===== config.mk =====
export PLATFORM = sky130hd
export DESIGN_NAME = dmem_pipelined
export DESIGN_NICKNAME = d
export VERILOG_FILES = /design/src/rtl/dmem_pkg.sv /design/src/rtl/dmem_rsp_pipe.sv /design/src/rtl/dmem_pipelined.sv
export SDC_FILE = /design/constraint.sdc
export NUM_CORES = 2
export LEC_CHECK = 0
export CAP_MARGIN = 10
export CORE_MARGIN = 5
export CORE_UTILIZATION = 40
export DETAILED_ROUTE_END_ITERATION = 16
export SKIP_LAST_GASP = 1
export SLEW_MARGIN = 20
export SYNTH_ARGS = -nofsm -noshare
export SYNTH_HDL_FRONTEND = slang
export SYNTH_MEMORY_MAX_BITS = 65536
export SYNTH_SLANG_ARGS = --single-unit

===== constraint.sdc =====
create_clock -name clk -period 8.6 [get_ports clk]
set_input_delay 1.72 -clock clk [delete_from_list [all_inputs] [get_ports clk]]
set_output_delay 1.72 -clock clk [all_outputs]
set_load 0.05 [all_outputs]

===== src/rtl/dmem_pkg.sv =====
// Shared types and helpers for the pipelined data memory.
// Optional DMEM_STATS_EN build adds request statistics counters.
package dmem_pkg;

    typedef enum logic {
        INIT = 1'b0,
        RUN  = 1'b1
    } state_t;

    function automatic int be_w_f(input int data_w);
        return data_w / 8;
    endfunction

    function automatic int off_w_f(input int data_w);
        return $clog2(data_w / 8);
    endfunction

    function automatic int idx_w_f(input int depth);
        return $clog2(depth);
    endfunction

    // Misaligned: offset bits set. Out of range: bits above index set.
    function automatic logic addr_err(
        input logic [63:0] addr,
        input int          off_w,
        input int          idx_w
    );
        logic [63:0] lo_mask;
        logic        mis;
        logic        oor;
        lo_mask = (64'd1 << off_w) - 64'd1;
        mis     = |(addr & lo_mask);
        oor     = |(addr >> (off_w + idx_w));
        return mis | oor;
    endfunction

endpackage


===== src/rtl/dmem_rsp_pipe.sv =====
// Fixed-latency response pipeline for the data memory.
// Reset flushes every in-flight response.
module dmem_rsp_pipe
    import dmem_pkg::*;
#(
    parameter int DATA_W = 16,
    parameter int LAT    = 1
) (
    input  logic              clk,
    input  logic              rst,
    input  logic              in_valid,
    input  logic              in_err,
    input  logic [DATA_W-1:0] in_data,
    output logic              out_valid,
    output logic              out_err,
    output logic [DATA_W-1:0] out_data
);

    logic [LAT-1:0]    v_q;
    logic [LAT-1:0]    e_q;
    logic [DATA_W-1:0] d_q [LAT];

    always_ff @(posedge clk) begin
        if (rst) begin
            v_q <= '0;
            e_q <= '0;
            for (int i = 0; i < LAT; i++) begin
                d_q[i] <= '0;
            end
        end else begin
            v_q[0] <= in_valid;
            e_q[0] <= in_valid && in_err;
            d_q[0] <= in_data;
            for (int i = 1; i < LAT; i++) begin
                v_q[i] <= v_q[i-1];
                e_q[i] <= e_q[i-1];
                d_q[i] <= d_q[i-1];
            end
        end
    end

    assign out_valid = v_q[LAT-1];
    assign out_err   = e_q[LAT-1];
    assign out_data  = d_q[LAT-1];

endmodule


===== src/rtl/dmem_pipelined.sv =====
// Word RAM with valid/ready requests, fixed-latency responses, post-reset clear.
// Define DMEM_STATS_EN to add stat_rd / stat_wr / stat_err counters.
module dmem_pipelined
    import dmem_pkg::*;
#(
    parameter int DATA_W   = 16,
    parameter int DEPTH    = 256,
    parameter int ADDR_W   = 16,
    parameter int READ_LAT = 1
) (
    input  logic                clk,
    input  logic                rst,
    input  logic                req_valid,
    output logic                req_ready,
    input  logic                req_we,
    input  logic [ADDR_W-1:0]   req_addr,
    input  logic [DATA_W-1:0]   req_wdata,
    input  logic [DATA_W/8-1:0] req_be,
    output logic                rsp_valid,
    output logic [DATA_W-1:0]   rsp_rdata,
    output logic                rsp_err,
    output logic                init_done
`ifdef DMEM_STATS_EN
    ,
    output logic [31:0]         stat_rd,
    output logic [31:0]         stat_wr,
    output logic [31:0]         stat_err
`endif
);

    localparam int BE_W  = be_w_f(DATA_W);
    localparam int OFF_W = off_w_f(DATA_W);
    localparam int IDX_W = idx_w_f(DEPTH);
    localparam logic [IDX_W-1:0] LAST = IDX_W'(DEPTH - 1);

    state_t            state_q;
    state_t            state_n;
    logic [IDX_W-1:0]  cnt_q;
    logic [DATA_W-1:0] mem [DEPTH];

    logic              accept;
    logic              err;
    logic              good_rd;
    logic              good_wr;
    logic [IDX_W-1:0]  idx;
    logic [DATA_W-1:0] rd_word;

    assign accept  = req_valid && req_ready;
    assign idx     = req_addr[OFF_W +: IDX_W];
    assign err     = addr_err(64'(req_addr), OFF_W, IDX_W);
    assign good_rd = accept && !req_we && !err;
    assign good_wr = accept && req_we && !err && (|req_be);
    assign rd_word = good_rd ? mem[idx] : '0;

    always_ff @(posedge clk) begin
        if (rst) begin
            state_q <= INIT;
        end else begin
            state_q <= state_n;
        end
    end

    always_comb begin
        state_n = state_q;
        unique case (state_q)
            INIT:    if (cnt_q == LAST) state_n = RUN;
            RUN:     state_n = RUN;
            default: state_n = INIT;
        endcase
    end

    // No acceptance while rst is high, so a reset cycle never writes.
    always_comb begin
        req_ready = (state_q == RUN) && !rst;
        init_done = (state_q == RUN);
    end

    always_ff @(posedge clk) begin
        if (rst) begin
            cnt_q <= '0;
        end else if (state_q == INIT) begin
            cnt_q <= cnt_q + 1'b1;
        end
    end

    always_ff @(posedge clk) begin
        if (!rst && state_q == INIT) begin
            mem[cnt_q] <= '0;
        end else if (good_wr) begin
            for (int b = 0; b < BE_W; b++) begin
                if (req_be[b]) begin
                    mem[idx][b*8 +: 8] <= req_wdata[b*8 +: 8];
                end
            end
        end
    end

    dmem_rsp_pipe #(
        .DATA_W (DATA_W),
        .LAT    (READ_LAT)
    ) u_rsp (
        .clk       (clk),
        .rst       (rst),
        .in_valid  (accept && (err || !req_we)),
        .in_err    (accept && err),
        .in_data   (rd_word),
        .out_valid (rsp_valid),
        .out_err   (rsp_err),
        .out_data  (rsp_rdata)
    );

`ifdef DMEM_STATS_EN
    always_ff @(posedge clk) begin
        if (rst) begin
            stat_rd  <= '0;
            stat_wr  <= '0;
            stat_err <= '0;
        end else begin
            if (good_rd)       stat_rd  <= stat_rd + 32'd1;
            if (good_wr)       stat_wr  <= stat_wr + 32'd1;
            if (accept && err) stat_err <= stat_err + 32'd1;
        end
    end
`endif

endmodule


==> impl_metrics.xml <==
<?xml version="1.0" encoding="UTF-8"?>
<metrics>
  <group name="sta">
    <metric name="timing.slew.headroom" unit="%">13.2</metric>
    <metric name="finalWorstPathRequiredPeriod" unit="ns">5.95</metric>
    <metric name="fin_worst_skew" unit="ns">0.0465</metric>
    <metric name="rsz0062_at_grt" unit="">no</metric>
    <metric name="worst-slew-pin-transition" unit="ns">1.30</metric>
    <metric name="layout_worst_path_cycle_share" unit="%">69.2</metric>
    <metric name="timing.hold.ws" unit="ns">0.569</metric>
    <metric name="drv_slew" unit="">0</metric>
    <metric name="totalNegativeSetupSlack" unit="ns">0</metric>
    <metric name="finalHoldViolations" unit="">0</metric>
    <metric name="setup_viol" unit="">0</metric>
    <metric name="fmax" unit="GHz">0.168</metric>
  </group>
  <group name="logic_synthesis">
    <metric name="synth-seq-cells" unit="">4123</metric>
    <metric name="synth.cell_area" unit="sq um">161000</metric>
    <metric name="avgSynthCellArea" unit="sq um">20.7</metric>
    <metric name="synthesis.yosys.warnings" unit="">0</metric>
    <metric name="synth_sequential_area_ratio" unit="%">76.9</metric>
    <metric name="synth_edf_count" unit="">4096</metric>
    <metric name="ys_async_sr_fraction" unit="%">0</metric>
    <metric name="syn_nets" unit="">7805</metric>
    <metric name="netlist.top_cell.by_area" unit="">edfxtp_1</metric>
    <metric name="yosys.area.top_type_share" unit="%">76.6</metric>
    <metric name="synth_flop_cell" unit="">edfxtp_1</metric>
    <metric name="netlist_top_cells_area" unit="">edfxtp_1 (77%), mux4_2 (12%), mux2i_1 (3.0%), nor2_1 (1.4%), o221ai_1 (1.0%)</metric>
    <metric name="syn_inst_count" unit="">7766</metric>
    <metric name="synth.lib_cells_used.distinct" unit="">75</metric>
  </group>
  <group name="final_layout">
    <metric name="share_of_final_layout_standard_cells_stronger_than_drive_strength_1" unit="%">21.3</metric>
    <metric name="design.final.nets" unit="">8006</metric>
    <metric name="nFillCells" unit="">32900</metric>
    <metric name="syn_to_final_growth" unit="%">12.6</metric>
    <metric name="final_cell_count_no_fill" unit="">13600</metric>
    <metric name="mostFrequentLayoutCell" unit="">edfxtp_1</metric>
    <metric name="layout.cells.most_common_list" unit="">edfxtp_1 (4096), mux4_2 (857), nor2_1 (578), mux2i_1 (476), clkbuf_16 (422)</metric>
  </group>
  <group name="floorplan">
    <metric name="initial_standard_cell_utilization_of_the_core" unit="%">40.2</metric>
    <metric name="die_y" unit="microns">644</metric>
    <metric name="die_extent_in_x" unit="microns">644</metric>
    <metric name="placeableCoreArea" unit="sq um">400000</metric>
    <metric name="io_pins" unit="">58</metric>
    <metric name="fp.dieArea" unit="sq um">414000</metric>
    <metric name="placementRows" unit="">232</metric>
  </group>
  <group name="worst_hold_path">
    <metric name="beginning_of_the_worst_hold_path" unit="">init_done</metric>
    <metric name="worst_hold_path_type" unit="">reg -&gt; reg</metric>
  </group>
  <group name="worst_setup_path">
    <metric name="worstReg2RegStart" unit="">init_done</metric>
    <metric name="setup.worst_path.end" unit="">mem[126][10]</metric>
    <metric name="timing_worst_setup_path_type" unit="">in -&gt; reg</metric>
    <metric name="arrival_time_at_the_worst_endpoint" unit="ns">6.54</metric>
    <metric name="critical_path_required" unit="ns">9.19</metric>
    <metric name="r2r_slack" unit="ns">3.90</metric>
    <metric name="cp-startpoint" unit="">req_addr[10]</metric>
    <metric name="reg_to_reg_endpoint" unit="">mem[126][10]</metric>
    <metric name="critical_path.startpoint_type" unit="">input port</metric>
    <metric name="path_max_fanout" unit="">21</metric>
    <metric name="endpoint_kind" unit="">flop</metric>
    <metric name="worst_r2r_path_depth" unit="">7</metric>
  </group>
  <group name="route">
    <metric name="remaining_drc_errors" unit="">0</metric>
    <metric name="drt_first_iter_violations" unit="">10400</metric>
    <metric name="drt_pass_1_iters" unit="">5</metric>
    <metric name="finalWirelength" unit="microns">454000</metric>
    <metric name="vias" unit="">81700</metric>
    <metric name="ant_nets" unit="">0</metric>
    <metric name="wl_per_cell" unit="microns">33.4</metric>
    <metric name="avgViaCountPerCell" unit="">6.01</metric>
  </group>
  <group name="power">
    <metric name="ir_worst_vdd" unit="uV">181</metric>
    <metric name="power_per_cell_area" unit="nW/um^2">227</metric>
    <metric name="leakagePower" unit="nW">66.1</metric>
  </group>
  <group name="global_routing">
    <metric name="number_of_global_route_vias_before_repair" unit="">81400</metric>
    <metric name="grt_remaining_overflow" unit="">0</metric>
    <metric name="groute.usage.overall" unit="%">21.4</metric>
    <metric name="antenna_found_initial" unit="">27</metric>
    <metric name="grt_pass1_wl" unit="microns">639000</metric>
    <metric name="grt_start_max_net_pins" unit="">155</metric>
  </group>
  <group name="clock_network">
    <metric name="cts-hold-fix-buffers" unit="">0</metric>
    <metric name="cts_setup_buffers" unit="">0</metric>
    <metric name="cts.clk_slew.worst_paths" unit="ns">0.06</metric>
    <metric name="clock_tree_from_tritoncts" unit="">yes</metric>
    <metric name="post_cts_resized" unit="">0</metric>
    <metric name="cts_htree_levels" unit="">5</metric>
    <metric name="numCtsBuffers" unit="">415</metric>
    <metric name="cts-root-buf" unit="">clkbuf_16</metric>
    <metric name="clock_tree.buffer_depth" unit="">4</metric>
    <metric name="insertion_delay" unit="ns">0.97</metric>
    <metric name="numClockSinks" unit="">4123</metric>
  </group>
  <group name="place">
    <metric name="placed_cells_incl_taps" unit="">12800</metric>
    <metric name="dp_hpwl" unit="microns">278000</metric>
    <metric name="buffer_ports.inserted" unit="">57</metric>
    <metric name="final_gp_congestion" unit="">0.877</metric>
  </group>
  <group name="flow_run">
    <metric name="timing.max_cap.violations" unit="">0</metric>
  </group>
  <group name="outcome">
    <metric name="status" unit="">complete, no violations</metric>
  </group>
</metrics>
metal layers:
metal / up-vias / GRT usage [%] / routed length [microns]
li1: 32800 / - / -
met1: 43700 / 30.1 / 182000
met2: 4363 / 32.9 / 211000
met3: 777 / 4.79 / 43000
met4: 16 / 7.83 / 18100
met5: - / 0.162 / 184
cell type report:
| cell class | count | area, sq um | share of cell area (%) |
|---|---|---|---|
| diodes | 23 | 57.6 | 0.0318 |
| repair buffers | 276 | 2790 | 1.54 |
| flip-flops and latches | 4123 | 124000 | 68.3 |
| well taps | 5265 | 6590 | 3.64 |
| multi-input cells | 3146 | 34300 | 19.0 |
| clock inverters | 253 | 2640 | 1.46 |
| inverters | 5 | 31.3 | 0.0173 |
| clock buffers | 498 | 10900 | 6.04 |
cells by family after synthesis:
kind of cell	Yosys count	share of synthesized area (%)
compound gates	633	2.85
xor+xnor	7	0.0382
fa+ha+maj	1	0.00779
buf+inv	497	1.91
flops	4123	76.9
mux	1338	15.0
simple gates	1167	3.29
synth_stat cells (6+ instances only):
cell       count
a2111oi_0      6
a211o_1       29
a211oi_1      29
a21oi_1       83
a221oi_1      13
a22oi_1       25
and2_1        20
and4_1         9
buf_1         27
buf_12        22
buf_2         98
buf_4         60
buf_6         46
buf_8         13
clkbuf_1     226
dfxtp_1       27
edfxtp_1    4096
mux2i_1      476
mux4_2       857
nand2_1      148
nand2b_1      19
nand3_1       45
nand3b_1       9
nand4_1       19
nor2_1       582
nor2b_1       10
nor3_1       221
nor3_2        10
nor4_1        26
nor4b_1        9
o21ai_0       77
o21ai_1       18
o221ai_1     191
o22a_1        10
o22ai_1      109
o32ai_1       10
or3_1          6
or4_1         12
sequential cells by signal, indices dropped and copies added, names as in the netlist:
register         count
u_rsp.out_err        1
u_rsp.d_q           16
mem               4096
cnt_q                8
u_rsp.out_valid      1
init_done            1
where the power goes:
part / internal, mW / switching (mW)
clock: 10.5 / 7.66
sequential: 21.8 / 0.00659
combinational: 0.348 / 0.777
total: 32.6 / 8.44
how the worst min path moves through the flow:
stage | endpoint | slack, ns | depth (start not counted)
CTS | u_rsp.out_err | 0.58 | 2
detailed placement | u_rsp.out_err | 0.58 | 2
finish | u_rsp.out_err | 0.57 | 2
global route | u_rsp.out_err | 0.60 | 2
floorplan | cnt_q[7] | 0.55 | 2
global placement | u_rsp.out_valid | 0.60 | 2
worst max-delay path: stages:
cell	delay (ns)
clkdlybuf4s50_1	0.40
nor4_1	0.45
and2_1	0.30
nand3_1	0.72
o21ai_1	0.95
nand2_4	0.78
buf_4	0.56
nor2_1	0.61
metrics by stage:
stage	worst slack [ns]	total power [mW]	util (%)	area, sq um
floorplan	1.46	22.9	-	161000
global route	2.54	42.1	45.2	181000
global placement	1.85	23.3	41.8	167000
detailed placement	1.70	23.3	41.8	167000
CTS	2.74	41.2	45.2	181000
finish	2.65	41.1	45.3	181000
Power figures use the tool's default switching activity.
